**src/rtl/sram_arb_pkg.sv**
```systemverilog
`default_nettype none
// ============================================================================
//  Module   : sram_arb_pkg
//  Purpose  : Shared types for the external-SRAM port arbiter: FSM state
//             encoding, requester identifiers and the default address width.
//  Ports    : none (package)
//  Revision : 1.0  initial release
// ============================================================================
package sram_arb_pkg;

    localparam int AW_DEFAULT = 21;

    typedef enum logic [1:0] {
        ST_IDLE   = 2'd0,
        ST_ACCESS = 2'd1,
        ST_TURN   = 2'd2
    } state_t;

    typedef enum logic [1:0] {
        REQ_VGA = 2'd0,
        REQ_CPU = 2'd1,
        REQ_DMA = 2'd2
    } req_id_t;

endpackage
`default_nettype wire

```
**src/rtl/sram_port_arbiter_if.sv**
```systemverilog
`default_nettype none
// ============================================================================
//  Module   : sram_port_arbiter_if
//  Purpose  : Bundles the three requester handshakes (VGA/CPU/DMA) and the
//             SRAM pad signals shared by the arbiter.
//  Modports : slave  - the arbiter (takes requests, drives acks and pads)
//             master - the requesters and pad model (drive requests, D_i)
//  Revision : 1.0  initial release
// ============================================================================
interface sram_port_arbiter_if
    import sram_arb_pkg::*;
#(
    parameter int AW = AW_DEFAULT
);
    logic          vga_req;
    logic [AW-1:0] vga_addr;
    logic          vga_ack;
    logic [7:0]    vga_rdata;

    logic          cpu_req;
    logic          cpu_we;
    logic [AW-1:0] cpu_addr;
    logic [7:0]    cpu_wdata;
    logic          cpu_ack;
    logic [7:0]    cpu_rdata;

    logic          dma_req;
    logic          dma_we;
    logic [AW-1:0] dma_addr;
    logic [7:0]    dma_wdata;
    logic          dma_ack;
    logic [7:0]    dma_rdata;

    logic [AW-1:0] SRAM_A;
    logic [7:0]    SRAM_D_o;
    logic          SRAM_D_oe;
    logic [7:0]    SRAM_D_i;
    logic          SRAM_WE_n;
    logic          busy;

    modport slave (
        input  vga_req, vga_addr,
        input  cpu_req, cpu_we, cpu_addr, cpu_wdata,
        input  dma_req, dma_we, dma_addr, dma_wdata,
        input  SRAM_D_i,
        output vga_ack, vga_rdata, cpu_ack, cpu_rdata, dma_ack, dma_rdata,
        output SRAM_A, SRAM_D_o, SRAM_D_oe, SRAM_WE_n, busy
    );

    modport master (
        output vga_req, vga_addr,
        output cpu_req, cpu_we, cpu_addr, cpu_wdata,
        output dma_req, dma_we, dma_addr, dma_wdata,
        output SRAM_D_i,
        input  vga_ack, vga_rdata, cpu_ack, cpu_rdata, dma_ack, dma_rdata,
        input  SRAM_A, SRAM_D_o, SRAM_D_oe, SRAM_WE_n, busy
    );
endinterface
`default_nettype wire

```
**src/rtl/sram_arb_pick.sv**
```systemverilog
`default_nettype none
// ============================================================================
//  Module   : sram_arb_pick
//  Purpose  : Combinational grant selection. VGA has priority until it has
//             taken VGA_BURST consecutive grants while CPU/DMA waits; CPU and
//             DMA share the remaining slots round-robin.
//  Ports    : vga_req_i/cpu_req_i/dma_req_i  request levels
//             vga_run_i    consecutive VGA grant count (saturated)
//             rr_ptr_i     CPU/DMA master favoured on a tie
//             gnt_valid_o  some request is present
//             gnt_id_o     selected requester
//  Revision : 1.0  initial release
// ============================================================================
module sram_arb_pick
    import sram_arb_pkg::*;
#(
    parameter int VGA_BURST = 4,
    parameter int RW        = 3
)(
    input  logic          vga_req_i,
    input  logic          cpu_req_i,
    input  logic          dma_req_i,
    input  logic [RW-1:0] vga_run_i,
    input  req_id_t       rr_ptr_i,
    output logic          gnt_valid_o,
    output req_id_t       gnt_id_o
);
    logic cd_pending;
    logic vga_blocked;

    always_comb begin
        cd_pending  = cpu_req_i | dma_req_i;
        vga_blocked = (vga_run_i == RW'(VGA_BURST)) && cd_pending;
        gnt_valid_o = vga_req_i | cd_pending;
        gnt_id_o    = REQ_VGA;
        if (vga_req_i && !vga_blocked) begin
            gnt_id_o = REQ_VGA;
        end else if (cpu_req_i && dma_req_i) begin
            gnt_id_o = rr_ptr_i;
        end else if (cpu_req_i) begin
            gnt_id_o = REQ_CPU;
        end else if (dma_req_i) begin
            gnt_id_o = REQ_DMA;
        end
    end
endmodule
`default_nettype wire

```
**src/rtl/sram_port_arbiter.sv**
```systemverilog
`default_nettype none
// ============================================================================
//  Module   : sram_port_arbiter
//  Purpose  : Shares one 8-bit external SRAM between VGA fetch (read-only),
//             CPU and SD/DMA. Sequences each access: address setup, WE_n
//             strobe, data drive, and a one-clock write turnaround.
//  Ports    : clk      SRAM clock
//             reset_n  asynchronous active-low reset
//             bus      sram_port_arbiter_if.slave (requesters + SRAM pads)
//  Revision : 1.0  initial release
// ============================================================================
module sram_port_arbiter
    import sram_arb_pkg::*;
#(
    parameter int ACCESS_CYCLES = 3,
    parameter int VGA_BURST     = 4,
    parameter int AW            = AW_DEFAULT
)(
    input  logic                  clk,
    input  logic                  reset_n,
    sram_port_arbiter_if.slave    bus
);
    localparam int CW = $clog2(ACCESS_CYCLES);
    localparam int RW = $clog2(VGA_BURST + 1);

    state_t        state_q;
    logic [CW-1:0] cnt_q;
    logic          we_q;
    req_id_t       who_q;
    logic [RW-1:0] vga_run_q;
    req_id_t       rr_q;
    logic [AW-1:0] addr_q;
    logic [7:0]    wdata_q;
    logic          oe_q;
    logic          we_n_q;
    logic          vga_ack_q, cpu_ack_q, dma_ack_q;
    logic [7:0]    vga_rdata_q, cpu_rdata_q, dma_rdata_q;

    logic          gnt_valid;
    req_id_t       gnt_id;
    logic [AW-1:0] sel_addr;
    logic [7:0]    sel_wdata;
    logic          sel_we;

    sram_arb_pick #(
        .VGA_BURST (VGA_BURST),
        .RW        (RW)
    ) u_pick (
        .vga_req_i   (bus.vga_req),
        .cpu_req_i   (bus.cpu_req),
        .dma_req_i   (bus.dma_req),
        .vga_run_i   (vga_run_q),
        .rr_ptr_i    (rr_q),
        .gnt_valid_o (gnt_valid),
        .gnt_id_o    (gnt_id)
    );

    // Address/data of the requester being granted this clock.
    always_comb begin
        sel_addr  = bus.vga_addr;
        sel_wdata = '0;
        sel_we    = 1'b0;
        case (gnt_id)
            REQ_CPU: begin
                sel_addr  = bus.cpu_addr;
                sel_wdata = bus.cpu_wdata;
                sel_we    = bus.cpu_we;
            end
            REQ_DMA: begin
                sel_addr  = bus.dma_addr;
                sel_wdata = bus.dma_wdata;
                sel_we    = bus.dma_we;
            end
            default: ;
        endcase
    end

    always_ff @(posedge clk or negedge reset_n) begin
        if (!reset_n) begin
            state_q     <= ST_IDLE;
            cnt_q       <= '0;
            we_q        <= 1'b0;
            who_q       <= REQ_VGA;
            vga_run_q   <= '0;
            rr_q        <= REQ_CPU;
            addr_q      <= '0;
            wdata_q     <= '0;
            oe_q        <= 1'b0;
            we_n_q      <= 1'b1;
            vga_ack_q   <= 1'b0;
            cpu_ack_q   <= 1'b0;
            dma_ack_q   <= 1'b0;
            vga_rdata_q <= '0;
            cpu_rdata_q <= '0;
            dma_rdata_q <= '0;
        end else begin
            vga_ack_q <= 1'b0;
            cpu_ack_q <= 1'b0;
            dma_ack_q <= 1'b0;
            case (state_q)
                ST_IDLE: begin
                    if (gnt_valid) begin
                        state_q <= ST_ACCESS;
                        cnt_q   <= CW'(ACCESS_CYCLES - 1);
                        who_q   <= gnt_id;
                        addr_q  <= sel_addr;
                        wdata_q <= sel_wdata;
                        we_q    <= sel_we;
                        oe_q    <= sel_we;   // data driven for the whole write
                        if (gnt_id == REQ_VGA) begin
                            if (vga_run_q != RW'(VGA_BURST)) begin
                                vga_run_q <= vga_run_q + RW'(1);
                            end
                        end else begin
                            vga_run_q <= '0;
                            rr_q      <= (gnt_id == REQ_CPU) ? REQ_DMA : REQ_CPU;
                        end
                    end
                end
                ST_ACCESS: begin
                    if (cnt_q == '0) begin
                        case (who_q)
                            REQ_VGA: vga_ack_q <= 1'b1;
                            REQ_CPU: cpu_ack_q <= 1'b1;
                            REQ_DMA: dma_ack_q <= 1'b1;
                            default: ;
                        endcase
                        if (we_q) begin
                            we_n_q  <= 1'b1;
                            state_q <= ST_TURN;
                        end else begin
                            state_q <= ST_IDLE;
                            case (who_q)
                                REQ_VGA: vga_rdata_q <= bus.SRAM_D_i;
                                REQ_CPU: cpu_rdata_q <= bus.SRAM_D_i;
                                REQ_DMA: dma_rdata_q <= bus.SRAM_D_i;
                                default: ;
                            endcase
                        end
                    end else begin
                        cnt_q <= cnt_q - CW'(1);
                        // First access clock is address setup; strobe from then on.
                        if (we_q) begin
                            we_n_q <= 1'b0;
                        end
                    end
                end
                ST_TURN: begin
                    oe_q    <= 1'b0;
                    state_q <= ST_IDLE;
                end
                default: state_q <= ST_IDLE;
            endcase
        end
    end

    assign bus.vga_ack   = vga_ack_q;
    assign bus.cpu_ack   = cpu_ack_q;
    assign bus.dma_ack   = dma_ack_q;
    assign bus.vga_rdata = vga_rdata_q;
    assign bus.cpu_rdata = cpu_rdata_q;
    assign bus.dma_rdata = dma_rdata_q;
    assign bus.SRAM_A    = addr_q;
    assign bus.SRAM_D_o  = wdata_q;
    assign bus.SRAM_D_oe = oe_q;
    assign bus.SRAM_WE_n = we_n_q;
    assign bus.busy      = (state_q != ST_IDLE);

endmodule
`default_nettype wire
```
**src/flat_wrapper.sv**
```systemverilog
// flat-port wrapper written by rule: the top's interface ports become plain ports
module sram_port_arbiter_flat import sram_arb_pkg::*;
#(
    parameter int ACCESS_CYCLES = 3,
    parameter int VGA_BURST     = 4,
    parameter int AW            = AW_DEFAULT
)
  (clk, reset_n, bus_vga_req, bus_vga_addr, bus_cpu_req, bus_cpu_we, bus_cpu_addr, bus_cpu_wdata, bus_dma_req, bus_dma_we, bus_dma_addr, bus_dma_wdata, bus_SRAM_D_i, bus_vga_ack, bus_vga_rdata, bus_cpu_ack, bus_cpu_rdata, bus_dma_ack, bus_dma_rdata, bus_SRAM_A, bus_SRAM_D_o, bus_SRAM_D_oe, bus_SRAM_WE_n, bus_busy);
  sram_port_arbiter_if #(.AW(AW)) bus_i ();
  input  logic clk;
  input  logic reset_n;
  input wire logic [$bits(bus_i.vga_req)-1:0] bus_vga_req;
  input wire logic [$bits(bus_i.vga_addr)-1:0] bus_vga_addr;
  input wire logic [$bits(bus_i.cpu_req)-1:0] bus_cpu_req;
  input wire logic [$bits(bus_i.cpu_we)-1:0] bus_cpu_we;
  input wire logic [$bits(bus_i.cpu_addr)-1:0] bus_cpu_addr;
  input wire logic [$bits(bus_i.cpu_wdata)-1:0] bus_cpu_wdata;
  input wire logic [$bits(bus_i.dma_req)-1:0] bus_dma_req;
  input wire logic [$bits(bus_i.dma_we)-1:0] bus_dma_we;
  input wire logic [$bits(bus_i.dma_addr)-1:0] bus_dma_addr;
  input wire logic [$bits(bus_i.dma_wdata)-1:0] bus_dma_wdata;
  input wire logic [$bits(bus_i.SRAM_D_i)-1:0] bus_SRAM_D_i;
  output wire logic [$bits(bus_i.vga_ack)-1:0] bus_vga_ack;
  output wire logic [$bits(bus_i.vga_rdata)-1:0] bus_vga_rdata;
  output wire logic [$bits(bus_i.cpu_ack)-1:0] bus_cpu_ack;
  output wire logic [$bits(bus_i.cpu_rdata)-1:0] bus_cpu_rdata;
  output wire logic [$bits(bus_i.dma_ack)-1:0] bus_dma_ack;
  output wire logic [$bits(bus_i.dma_rdata)-1:0] bus_dma_rdata;
  output wire logic [$bits(bus_i.SRAM_A)-1:0] bus_SRAM_A;
  output wire logic [$bits(bus_i.SRAM_D_o)-1:0] bus_SRAM_D_o;
  output wire logic [$bits(bus_i.SRAM_D_oe)-1:0] bus_SRAM_D_oe;
  output wire logic [$bits(bus_i.SRAM_WE_n)-1:0] bus_SRAM_WE_n;
  output wire logic [$bits(bus_i.busy)-1:0] bus_busy;
  assign bus_i.vga_req = bus_vga_req;
  assign bus_i.vga_addr = bus_vga_addr;
  assign bus_i.cpu_req = bus_cpu_req;
  assign bus_i.cpu_we = bus_cpu_we;
  assign bus_i.cpu_addr = bus_cpu_addr;
  assign bus_i.cpu_wdata = bus_cpu_wdata;
  assign bus_i.dma_req = bus_dma_req;
  assign bus_i.dma_we = bus_dma_we;
  assign bus_i.dma_addr = bus_dma_addr;
  assign bus_i.dma_wdata = bus_dma_wdata;
  assign bus_i.SRAM_D_i = bus_SRAM_D_i;
  assign bus_vga_ack = bus_i.vga_ack;
  assign bus_vga_rdata = bus_i.vga_rdata;
  assign bus_cpu_ack = bus_i.cpu_ack;
  assign bus_cpu_rdata = bus_i.cpu_rdata;
  assign bus_dma_ack = bus_i.dma_ack;
  assign bus_dma_rdata = bus_i.dma_rdata;
  assign bus_SRAM_A = bus_i.SRAM_A;
  assign bus_SRAM_D_o = bus_i.SRAM_D_o;
  assign bus_SRAM_D_oe = bus_i.SRAM_D_oe;
  assign bus_SRAM_WE_n = bus_i.SRAM_WE_n;
  assign bus_busy = bus_i.busy;
  sram_port_arbiter #(.ACCESS_CYCLES(ACCESS_CYCLES), .VGA_BURST(VGA_BURST), .AW(AW)) u_core (.clk(clk), .reset_n(reset_n), .bus(bus_i));
endmodule
```
**config.mk**
```make
export PLATFORM = sky130hd
export DESIGN_NAME = sram_port_arbiter_flat
export DESIGN_NICKNAME = d
export VERILOG_FILES = /design/src/rtl/sram_arb_pkg.sv /design/src/rtl/sram_port_arbiter_if.sv /design/src/rtl/sram_arb_pick.sv /design/src/rtl/sram_port_arbiter.sv /design/src/flat_wrapper.sv
export SDC_FILE = /design/constraint.sdc
export NUM_CORES = 1
export LEC_CHECK = 0
export BUFFER_PORTS_ARGS = -buffer_cell sky130_fd_sc_hd__buf_2
export CAP_MARGIN = 20
export CORE_MARGIN = 2
export CORE_UTILIZATION = 43
export CTS_CLUSTER_DIAMETER = 50
export DETAILED_ROUTE_END_ITERATION = 12
export GPL_TIMING_DRIVEN = 0
export PLACE_DENSITY = 0.74
export SKIP_CTS_REPAIR_TIMING = 1
export SYNTH_ARGS = -nofsm -noshare
export SYNTH_HDL_FRONTEND = slang
export SYNTH_SLANG_ARGS = --single-unit
export TNS_END_PERCENT = 30
```
**constraint.sdc**
```tcl
create_clock -name clk -period 1.9 [get_ports clk]
set_input_delay 0.475 -clock clk [delete_from_list [all_inputs] [get_ports clk]]
set_output_delay 0.475 -clock clk [all_outputs]
set_load 0.02 [all_outputs]
```
==> run summary <==
The flow ran to the end, but the final reports show violations. The checks that failed: negative setup slack. In this run the vertical extent of the chip is 92.7 um. The floorplan step defined a die boundary enclosing 8590 um^2. In this run the tool buffered the top-level ports with 152 buffer cells. Yosys printed 0 warnings. Measured against its own limit, the worst slew margin works out to 40.7%. The synthesized netlist occupies a cell area of 3380 um^2.

153 I/O pins were placed. The detail route stage leaves a number of antenna-violating nets equal to 0. The critical path required time is 2.13 ns. Entering global routing, the biggest net connects 71 pins. The run gives 9160 um as the wire length after detailed routing. CTS placed an instance of clkbuf_8 at the clock tree root. Minimum clock period after layout: 2.05 ns. The floorplan has 32 rows.

The peak fanout along the critical path came out at 10. The tools report the first-iteration detailed-routing DRC count as 95. Counting flops and latches in the post-synthesis netlist gives 70. Of the post-synthesis cell area, the dominant cell type holds 50.3%. TritonCTS built the clock tree.

The congestion estimate from routability-driven global placement came to 0.784. The sequential element share of the synthesized area came out at 51.9%. The summed negative setup slack over all endpoints was -2.59 ns; the highest attainable clock frequency was 488 MHz. The total count of hold-check failures in the final report was 0; the area of the placeable core was 7690 um^2. Number of detailed-routing iterations run before antenna repair: 4. For the number of buffers created by CTS, the log shows 9. The tools report the critical path capture point type as a flip-flop.

Detailed placement finished with a half-perimeter wire length of 6500 um. Part of the cycle the worst path needs: 108%. The number of inserted diodes came out at 0. The instance count of the mapped netlist came out at 301. For the pin with the worst max-slew slack, the measured transition is 0.890 ns.

The first-pass GRT wire length is 14000 um. For this design the static power due to leakage is 2.40 nW. Global routing finished with a remaining overflow of 0. In this run the power density over the cells is 1540 nW/um^2. The clock net in this run drives a total of 70 sinks.

The biggest area consumer among synthesized cells is dfrtp_1. The share of post-route cells with drive strength above 1 was 62.6%; the total of endpoints with negative setup slack in the final report was 26. The number of unique standard cell types used by synthesis is 33, and the detailed-route wire length per cell is 15.8 um. The number of levels in the clock H-tree was 3; the number of buffers on the longest clock path was 2. In the routed design, unresolved DRC markers number 0. Global routing used 20.8% of the available tracks across all layers.

When the netlist entered floorplanning its net count stood at 401. The per-cell via count in the routed design is 5.21, and the count of max-cap constraint violations is 0. STA classifies the critical path startpoint as a flip-flop. The horizontal die dimension was 92.7 um.

The clock transition at the registers of the reported paths is 0.08 ns. The synthesis-to-layout area growth works out to 47.8%. A synthesized cell averages 11.2 um^2.

The worst-case IR drop observed on VDD is 0.000661 V. The insertion delay of the later-clocked pin in the worst-skew pair was 0.34 ns; the data arrival time of the critical path was 2.28 ns. Number of pins exceeding their max-slew limit in the final report: 0. The initial antenna violation count is 0, and the setup slack of the critical path after layout is -0.150 ns. By area the synthesized netlist is led by dfrtp_1 (50%), mux2_2 (10%), mux2_4 (7.1%). The worst setup path is of the flip-flop to flip-flop kind.

On the final layout, the worst clock skew is 0.00557 ns. Once the floorplan was initialized, standard cells occupied 44.0% of the core. Setup repair after global routing could not meet its margin everywhere.

The worst hold path belongs to the class input pin to async pin. The final route contains 3011 vias. The net count reported at finish came out at 571. For the number of global-route vias before repair, the log shows 2902. The tools report the pre-CTS setup slack as -0.332 ns.
[per-layer routing]
metal / track usage (%) / part of all wire (%)
met1: 27.3 / 43
met2: 34.3 / 50
met5: 0 / 0
met4: 6.99 / 0.90
met3: 4.48 / 6.5
[state kept, by name (all words and copies together) (netlist names)]
name                  count
u_core.bus.SRAM_A        21
u_core.bus.SRAM_D_o       8
u_core.bus.cpu_rdata      8
u_core.bus.dma_rdata      8
u_core.bus.vga_rdata      8
u_core.vga_run_q          3
u_core.cnt_q              2
u_core.rr_q               2
u_core.state_q            2
u_core.who_q              2
u_core.bus.SRAM_D_oe      1
u_core.bus.SRAM_WE_n      1
u_core.bus.cpu_ack        1
u_core.bus.dma_ack        1
u_core.bus.vga_ack        1
u_core.we_q               1
[cell type report]
class                   count  area (um^2)
fillers                   620         2690
inverters                   7         26.3
well taps                 102          128
repair buffers            159          822
clock buffers              10          138
multi-input cells         204         1800
clock inverters             6          109
plain buffers              20          218
flip-flops and latches     70         1760
[worst paths after layout]
check	from	to	slack, ns	depth (start not counted)
max	u_core.vga_run_q[1]	u_core.bus.SRAM_A[5]	-0.15	10
min reg2reg	u_core.rr_q[1]	u_core.rr_q[1]	0.50	1
min in group clk	bus_SRAM_D_i[3]	u_core.bus.dma_rdata[3]	0.39	2
max reg2reg	u_core.vga_run_q[1]	u_core.bus.SRAM_A[5]	-0.15	10
min	reset_n	u_core.bus.dma_rdata[3]	0.26	1
max in group asynchronous	reset_n	u_core.state_q[0]	1.02	1
[critical path, stage by stage, from the launching register on]
cell and delay [ns]:
dfrtp_1 0.42, inv_2 0.07, ha_4 0.18, a21bo_4 0.23
nand3_4 0.12, inv_2 0.06, ha_4 0.18, buf_12 0.15
a22oi_2 0.20, a21oi_1 0.09, mux2_2 0.26
[cell usage in the layout (no fill, tap or decap), types with 2 or more instances in the layout]
| cell | count |
|---|---|
| nor3_1 | 3 |
| clkbuf_1 | 2 |
| o21ai_0 | 20 |
| nand3_1 | 3 |
| nor2_1 | 8 |
| buf_4 | 13 |
| a22oi_2 | 21 |
| mux2_4 | 16 |
| buf_6 | 3 |
| nand3_4 | 2 |
| clkbuf_8 | 10 |
| nand2b_1 | 3 |
| nand2_1 | 15 |
| nor2_4 | 6 |
| clkinv_2 | 2 |
| inv_2 | 5 |
| dfstp_2 | 2 |
| ha_4 | 5 |
| nand4_1 | 3 |
| nand3b_1 | 2 |
| or3_1 | 2 |
| o21ai_1 | 5 |
| a31oi_1 | 2 |
| inv_1 | 2 |
| buf_8 | 5 |
| a22o_1 | 11 |
| a21oi_2 | 3 |
| bufinv_16 | 3 |
| dfrtp_1 | 66 |
| mux2_2 | 30 |
| nor2_2 | 10 |
| buf_2 | 152 |
| or4_1 | 2 |
| dfrtp_2 | 2 |
| a21oi_1 | 19 |
| o211ai_1 | 2 |
| buf_12 | 3 |
[Yosys cell counts]
cell type	n
a21bo_2	1
a21o_1	1
a21oi_1	22
a22o_1	11
a22oi_1	22
a31oi_1	2
and3_1	1
buf_2	2
buf_4	2
clkbuf_1	16
dfrtp_1	68
dfstp_2	2
ha_1	6
inv_1	7
mux2_1	1
mux2_2	30
mux2_4	16
nand2_1	15
nand2b_1	3
nand2b_2	1
nand3_1	5
nand3b_1	2
nand4_1	3
nor2_1	24
nor2b_1	1
nor3_1	3
o211ai_1	2
o21ai_0	22
o21ai_1	3
o21bai_1	1
o31ai_1	1
or3_1	3
or4_1	2
[power breakdown]
part           total, mW  internal, mW  switching (mW)
Sequential          2.53          2.16           0.370
Combinational       3.70          1.73            1.97
Clock               1.48         0.906           0.570
[kinds of logic (layout without fill, tap and decap cells)]
family                     after synthesis  after routing  share of synthesized area [%]
DFF                                     70             70                           51.9
adders and majority gates                6              6                           2.22
AOI/OAI and AO/OA                       88             88                           16.5
muxes                                   47             47                           17.4
buffers and inverters                   27            202                           3.29
and+or+nand+nor                         63             63                           8.70
[metrics by stage]
step	cell area, um^2	power (mW)	hold slack (ns)	cells	utilization [%]
detailed placement	4420	5.96	0.489	555	57.6
finish	5000	7.71	0.263	578	65.0
floorplan	3530	4.86	0.179	301	-
global placement	4420	5.85	0.475	555	57.5
CTS	4670	7.46	0.284	571	60.8
global route	5000	8.18	0.332	578	65.0
(Power assumes the default switching activity.)
